$ cat config.mk
export PLATFORM = sky130hd
export DESIGN_NAME = rename_register_file_flat
export DESIGN_NICKNAME = d
export VERILOG_FILES = /design/src/rtl/rename_register_file_if.sv /design/src/rtl/rename_register_file.sv /design/src/flat_wrapper.sv
export SDC_FILE = /design/constraint.sdc
export NUM_CORES = 2
export LEC_CHECK = 0
export CORE_MARGIN = 3
export CORE_UTILIZATION = 38
export CTS_CLUSTER_SIZE = 16
export DETAILED_ROUTE_END_ITERATION = 6
export MAX_ROUTING_LAYER = met4
export PLACE_DENSITY_LB_ADDON = 0.3
export SYNTH_ARGS = -nofsm -noshare
export SYNTH_HDL_FRONTEND = slang
export SYNTH_SLANG_ARGS = --single-unit
$ cat constraint.sdc
create_clock -name clk -period 5.6 [get_ports clk]
set_clock_uncertainty 0.2 [all_clocks]
set_input_delay 1.12 -clock clk [delete_from_list [all_inputs] [get_ports clk]]
set_output_delay 1.12 -clock clk [all_outputs]
set_load 0.05 [all_outputs]
$ cat src/rtl/rename_register_file_if.sv
// Decoder/ROB-facing bundle of the rename register file: rename, commit and two source-read ports.
// Optional perf counter outputs exist only when RF_PERF_CNT_EN is defined.
interface rename_register_file_if #(
  parameter int REG_WIDTH    = 5,
  parameter int VAL_WIDTH    = 32,
  parameter int ROB_ID_WIDTH = 5
);
  logic                    rdy_in;
  logic                    flush_in;
  logic                    dec_en;
  logic [REG_WIDTH-1:0]    dec_rd;
  logic [ROB_ID_WIDTH-1:0] dec_tag;
  logic [REG_WIDTH-1:0]    rs1;
  logic [REG_WIDTH-1:0]    rs2;
  logic                    commit_en;
  logic [REG_WIDTH-1:0]    commit_rd;
  logic [VAL_WIDTH-1:0]    commit_res;
  logic [ROB_ID_WIDTH-1:0] commit_lab;
  logic [ROB_ID_WIDTH-1:0] rf_label1;
  logic [VAL_WIDTH-1:0]    rf_val1;
  logic [ROB_ID_WIDTH-1:0] rf_label2;
  logic [VAL_WIDTH-1:0]    rf_val2;
`ifdef RF_PERF_CNT_EN
  logic [31:0]             perf_commit_cnt;
  logic [31:0]             perf_rename_cnt;
`endif

  modport master (
    output rdy_in, flush_in, dec_en, dec_rd, dec_tag, rs1, rs2,
           commit_en, commit_rd, commit_res, commit_lab,
`ifdef RF_PERF_CNT_EN
    input  perf_commit_cnt, perf_rename_cnt,
`endif
    input  rf_label1, rf_val1, rf_label2, rf_val2
  );

  modport slave (
    input  rdy_in, flush_in, dec_en, dec_rd, dec_tag, rs1, rs2,
           commit_en, commit_rd, commit_res, commit_lab,
`ifdef RF_PERF_CNT_EN
    output perf_commit_cnt, perf_rename_cnt,
`endif
    output rf_label1, rf_val1, rf_label2, rf_val2
  );
endinterface

$ cat src/rtl/rename_register_file.sv
// Architectural register file with per-register rename labels; reads are combinational with a 0-cycle
// commit bypass, renames visible after 1 cycle; rdy_in=0 freezes all state. Option: RF_PERF_CNT_EN.
module rename_register_file #(
  parameter int REG_NUM      = 32,
  parameter int REG_WIDTH    = 5,
  parameter int VAL_WIDTH    = 32,
  parameter int ROB_ID_WIDTH = 5
) (
  input logic                 clk,
  input logic                 rst_in,
  rename_register_file_if.slave rf
);

  logic [VAL_WIDTH-1:0]    regs_q  [REG_NUM];
  logic [VAL_WIDTH-1:0]    regs_d  [REG_NUM];
  logic [ROB_ID_WIDTH-1:0] label_q [REG_NUM];
  logic [ROB_ID_WIDTH-1:0] label_d [REG_NUM];

  logic commit_fire;
  logic rename_fire;
  logic flush_fire;

  assign commit_fire = rf.commit_en && rf.rdy_in && (rf.commit_rd != '0);
  assign flush_fire  = rf.flush_in && rf.rdy_in;
  assign rename_fire = rf.dec_en && rf.rdy_in && !rf.flush_in && (rf.dec_rd != '0);

  // Commit is applied first so a same-cycle rename of the same register overwrites the label.
  always_comb begin
    regs_d  = regs_q;
    label_d = label_q;
    if (commit_fire) begin
      regs_d[rf.commit_rd] = rf.commit_res;
      if (label_q[rf.commit_rd] == rf.commit_lab) begin
        label_d[rf.commit_rd] = '0;
      end
    end
    if (flush_fire) begin
      for (int i = 0; i < REG_NUM; i++) begin
        label_d[i] = '0;
      end
    end else if (rename_fire) begin
      label_d[rf.dec_rd] = rf.dec_tag;
    end
  end

  always_ff @(posedge clk) begin
    if (!rst_in) begin
      for (int i = 0; i < REG_NUM; i++) begin
        regs_q[i]  <= '0;
        label_q[i] <= '0;
      end
    end else begin
      regs_q  <= regs_d;
      label_q <= label_d;
    end
  end

  // A matching commit forwards its result; a stale commit (label mismatch) is not forwarded.
  always_comb begin
    rf.rf_label1 = label_q[rf.rs1];
    rf.rf_val1   = regs_q[rf.rs1];
    if (rf.rs1 == '0) begin
      rf.rf_label1 = '0;
      rf.rf_val1   = '0;
    end else if (commit_fire && (rf.commit_rd == rf.rs1) &&
                 (label_q[rf.rs1] == rf.commit_lab)) begin
      rf.rf_label1 = '0;
      rf.rf_val1   = rf.commit_res;
    end
  end

  always_comb begin
    rf.rf_label2 = label_q[rf.rs2];
    rf.rf_val2   = regs_q[rf.rs2];
    if (rf.rs2 == '0) begin
      rf.rf_label2 = '0;
      rf.rf_val2   = '0;
    end else if (commit_fire && (rf.commit_rd == rf.rs2) &&
                 (label_q[rf.rs2] == rf.commit_lab)) begin
      rf.rf_label2 = '0;
      rf.rf_val2   = rf.commit_res;
    end
  end

`ifdef RF_PERF_CNT_EN
  logic [31:0] commit_cnt_q, commit_cnt_d;
  logic [31:0] rename_cnt_q, rename_cnt_d;

  always_comb begin
    commit_cnt_d = commit_cnt_q;
    rename_cnt_d = rename_cnt_q;
    if (commit_fire) commit_cnt_d = commit_cnt_q + 32'd1;
    if (rename_fire) rename_cnt_d = rename_cnt_q + 32'd1;
  end

  always_ff @(posedge clk) begin
    if (!rst_in) begin
      commit_cnt_q <= '0;
      rename_cnt_q <= '0;
    end else begin
      commit_cnt_q <= commit_cnt_d;
      rename_cnt_q <= rename_cnt_d;
    end
  end

  assign rf.perf_commit_cnt = commit_cnt_q;
  assign rf.perf_rename_cnt = rename_cnt_q;
`endif

endmodule

$ cat src/flat_wrapper.sv
// flat-port wrapper written by rule: the top's interface ports become plain ports
module rename_register_file_flat 
#(
  parameter int REG_NUM      = 32,
  parameter int REG_WIDTH    = 5,
  parameter int VAL_WIDTH    = 32,
  parameter int ROB_ID_WIDTH = 5
)
  (clk, rst_in, rf_rdy_in, rf_flush_in, rf_dec_en, rf_dec_rd, rf_dec_tag, rf_rs1, rf_rs2, rf_commit_en, rf_commit_rd, rf_commit_res, rf_commit_lab, rf_rf_label1, rf_rf_val1, rf_rf_label2, rf_rf_val2);
  rename_register_file_if #(.REG_WIDTH(REG_WIDTH), .VAL_WIDTH(VAL_WIDTH), .ROB_ID_WIDTH(ROB_ID_WIDTH)) rf_i ();
  input logic clk;
  input logic rst_in;
  input wire logic [$bits(rf_i.rdy_in)-1:0] rf_rdy_in;
  input wire logic [$bits(rf_i.flush_in)-1:0] rf_flush_in;
  input wire logic [$bits(rf_i.dec_en)-1:0] rf_dec_en;
  input wire logic [$bits(rf_i.dec_rd)-1:0] rf_dec_rd;
  input wire logic [$bits(rf_i.dec_tag)-1:0] rf_dec_tag;
  input wire logic [$bits(rf_i.rs1)-1:0] rf_rs1;
  input wire logic [$bits(rf_i.rs2)-1:0] rf_rs2;
  input wire logic [$bits(rf_i.commit_en)-1:0] rf_commit_en;
  input wire logic [$bits(rf_i.commit_rd)-1:0] rf_commit_rd;
  input wire logic [$bits(rf_i.commit_res)-1:0] rf_commit_res;
  input wire logic [$bits(rf_i.commit_lab)-1:0] rf_commit_lab;
  output wire logic [$bits(rf_i.rf_label1)-1:0] rf_rf_label1;
  output wire logic [$bits(rf_i.rf_val1)-1:0] rf_rf_val1;
  output wire logic [$bits(rf_i.rf_label2)-1:0] rf_rf_label2;
  output wire logic [$bits(rf_i.rf_val2)-1:0] rf_rf_val2;
  assign rf_i.rdy_in = rf_rdy_in;
  assign rf_i.flush_in = rf_flush_in;
  assign rf_i.dec_en = rf_dec_en;
  assign rf_i.dec_rd = rf_dec_rd;
  assign rf_i.dec_tag = rf_dec_tag;
  assign rf_i.rs1 = rf_rs1;
  assign rf_i.rs2 = rf_rs2;
  assign rf_i.commit_en = rf_commit_en;
  assign rf_i.commit_rd = rf_commit_rd;
  assign rf_i.commit_res = rf_commit_res;
  assign rf_i.commit_lab = rf_commit_lab;
  assign rf_rf_label1 = rf_i.rf_label1;
  assign rf_rf_val1 = rf_i.rf_val1;
  assign rf_rf_label2 = rf_i.rf_label2;
  assign rf_rf_val2 = rf_i.rf_val2;
  rename_register_file #(.REG_NUM(REG_NUM), .REG_WIDTH(REG_WIDTH), .VAL_WIDTH(VAL_WIDTH), .ROB_ID_WIDTH(ROB_ID_WIDTH)) u_core (.clk(clk), .rst_in(rst_in), .rf(rf_i));
endmodule
==> results by group <==
Global routing
  – Initial antenna violation count: 6
  – First-pass GRT wire length: between 300 and 400 mm
  – Largest net degree at the start of global routing: approximately 260
  – GRT Residual Overflow: 0
  – Total track usage: about 28%
  – Vias in the first global route: between 50k and 60k

Synthesis
  – Count leader, synth: nand2_1
  – Synth warn: 0
  – Post-synth EDFFs: 0
  – Synth async-reset ratio: 0%
  – Post-synth top area share: a little under two fifths
  – Avg Cell Area, Syn: 9.92 um2
  – Number of cells produced by synthesis: 6,504
  – Register area share after synthesis: between 30% and 40%
  – Post-Synthesis Cell Area: 64,500 um2
  – Area leader, netlist: dfxtp_1
  – Top cells by count, synth: nand2_1 (2,133), dfxtp_1 (1,184), a21boi_0 (993)
  – Flops & latches, synth: approximately 1.2k
  – Syn_nets: about 6.6k
  – Synth cell types: 40
  – Predominant post-synthesis flop cell: dfxtp_1
  – Synth top area cells: dfxtp_1 (37%), mux4_2 (27%), nand2_1 (12%), a21boi_0 (12%), clkbuf_1 (3.2%)

Critical path
  – Reg2reg start: u_core.label_q[26]$_SDFF_PP0_
  – Crit-path max FO: 59
  – Worst Setup Start Kind: input pin
  – Critical path buffers and inverters: 4
  – CP max stage cell: mux2i_1
  – Setup CP Type: input pin to output port
  – Crit path from: rf_rs1[1]
  – Crit path depth: 9
  – FF-to-FF End: u_core.label_q[121]$_SDFF_PP0_
  – CP Data Required Time: about 4.3 ns
  – CP endpoint kind: output port
  – CP arrival: about 4.2 ns
  – Reg2reg path depth: 9
  – Critical Path, Cell by Cell: buf_8, buf_4, buf_12, mux4_2, mux4_2, mux2i_1, nand2_1, o211a_1, buf_4
  – Family with the most delay on the worst path: multiplexers
  – CP endpoint: rf_rf_val1[17]
  – R2R Setup Slk: 1.88 ns
  – Crit-path max cell delay: around 0.59 ns

Worst hold path
  – Hold Path Class: flip-flop to flip-flop
  – Hold path cells: 2

Place
  – # placed instances: 8,393
  – GP Congestion: roughly 0.94
  – HPWL after DPL: ~140 mm
  – IO buf count: roughly 140

Detailed routing
  – DRC Markers: 0
  – DR WL/cell: about 28 um
  – Via count: between 50k and 60k
  – DR WL met2: roughly 110 mm
  – M1 WL: a little over 90 mm
  – Total iterations of the first detailed-routing run: 6
  – Vias/cell: a little over 6
  – Routed length on met3: roughly 25 mm
  – Top Metal Used: met4
  – Antenna Violating Nets Remaining: 0
  – Number of DRC markers in iteration 0: approximately 6.6k
  – Post-Route WL: approximately 240 mm

Power
  – PwrDens: ~260 nW/um2
  – Static Leak: roughly 25 nW
  – Worst VDD drop: between 200 and 300 uV

Finish
  – Fin cells: 8,636
  – Layout cells sized above 1: between 20% and 30%
  – Nets: 6,392
  – Synthesis-to-layout area growth: 14.0%

CTS
  – CTS buffer count: between 100 and 150
  – Root Buffer: clkbuf_16
  – Hold_buf cts: 0
  – CTS tree: done
  – Clock tree buffer depth: 3
  – Clock Sinks: ~1.2k
  – # H-tree levels: 4
  – Post-CTS Setup Bufs: 0
  – Clock slew at reported path FFs: about 0.060 ns
  – Clock Latency Late Sink: around 0.78 ns

Timing
  – Worst-Margin Slew: around 1.3 ns
  – Fin crit share: between 90% and 100%
  – RSZ-0062 raised after global routing: true
  – Max Fclk: 180 MHz
  – Final Critical Period: about 5.6 ns
  – Setup-failing EPs final: 0
  – Max Slew Vio Count: 0
  – Setup TNS: 0 ns
  – Final hold vios: 0
  – Slew margin rel.: ~15%

Floorplanning
  – Die Span X: about 420 um
  – Die span in y: around 420 um
  – Ports: ~140
  – Core area: ~170,000 um2
  – Row cnt: 150
  – Initial Util: 38.4%
  – Full die area: 175,000 um2

Run status
  – Status: finished clean

Job
  – Number of max-cap violations: 0
## worst min path at each step
| stage | start | end | slack (ns) |
|---|---|---|---|
| after floorplan | u_core.regs_q[1000]$_SDFFE_PN0P_ | u_core.regs_q[1000]$_SDFFE_PN0P_ | 0.24 |
| after global placement | u_core.regs_q[998]$_SDFFE_PN0P_ | u_core.regs_q[998]$_SDFFE_PN0P_ | 0.26 |
| after detailed placement | u_core.regs_q[1018]$_SDFFE_PN0P_ | u_core.regs_q[1018]$_SDFFE_PN0P_ | 0.26 |
| after CTS | u_core.regs_q[1]$_SDFFE_PN0P_ | u_core.regs_q[1]$_SDFFE_PN0P_ | 0.28 |
| after global routing | u_core.regs_q[671]$_SDFFE_PN0P_ | u_core.regs_q[671]$_SDFFE_PN0P_ | 0.29 |
| final | u_core.regs_q[1]$_SDFFE_PN0P_ | u_core.regs_q[1]$_SDFFE_PN0P_ | 0.27 |
## metal layers
layer / GRT usage [%] / vias to the layer above
met2: 43.6 / 2875
met4: 14.5 / 0
li1: - / 22900
met3: 6.17 / 652
met5: - / -
met1: 34.6 / 26800
## through the flow
step           hold slack (ns)  area (um2)  setup WS (ns)  power (mW)  utilization (%)
2_1_floorplan            0.243       64500          0.217        9.62                -
3_3_place_gp             0.255       68900        -0.0258        10.1             41.0
3_5_place_dp             0.263       68900        -0.0280        10.1             41.0
4_1_cts                  0.276       73400         0.0115        19.3             43.7
5_1_grt                  0.294       73500       -0.00982        19.7             43.8
6_report                 0.275       73500         0.0408        19.2             43.8
## layout by cell type (no fill, tap or decap), types with 44 or more instances in the layout
cell,instances
a21boi_0,992
a41o_1,140
and2_1,44
buf_12,82
buf_4,230
clkbuf_16,139
clkdlybuf4s50_1,53
dfxtp_1,1184
mux2i_1,70
mux4_2,764
nand2_1,2100
nor2_1,166
o211a_1,63
o22ai_1,46
## sequential cells by signal, summed over array words and instances (netlist names)
name and cells:
u_core.label_q 160, u_core.regs_q 1024
## cell type report
type                       count  area [um2]
sequential                  1184       23700
multi-input combinational   4626       38400
antenna                        6        15.0
fill                       15400       94400
clock inverter                51         667
tap                         2204        2760
timing repair buffer         380        4100
clock buffer                 185        3890
## worst register-to-register path, delay by kind of cell (launching register included)
family                 cells  cell delay (ns)
AND/OR/NAND/NOR            2             0.76
multiplexers               2             0.77
XOR/XNOR                   1             0.23
flip-flops                 1             0.34
buffers and inverters      1             0.34
AO/OA/AOI/OAI              3             0.94
## logic make-up after synthesis
group / synth area share [%]
and+or+nand+nor: 15.2
AOI/OAI and AO/OA: 15.2
DFF: 36.8
muxes: 28.2
buffers and inverters: 4.32
xor gates and xnor gates: 0.326
## power by group
group	internal (mW)	total, mW	switching (mW)	leakage (nW)
sequential	8.45	8.47	0.0230	9.54
combinational	0.545	1.50	0.959	13.7
clock	5.43	9.21	3.79	2.25
total	14.4	19.2	4.77	25.5
## repair_timing
action                                  in CTS  in global routing
gates resized for setup                      1                 13
cloned                                       0                  1
endpoints found under the setup margin       1                 30
Note: power is estimated with default switching activity, not from simulation.
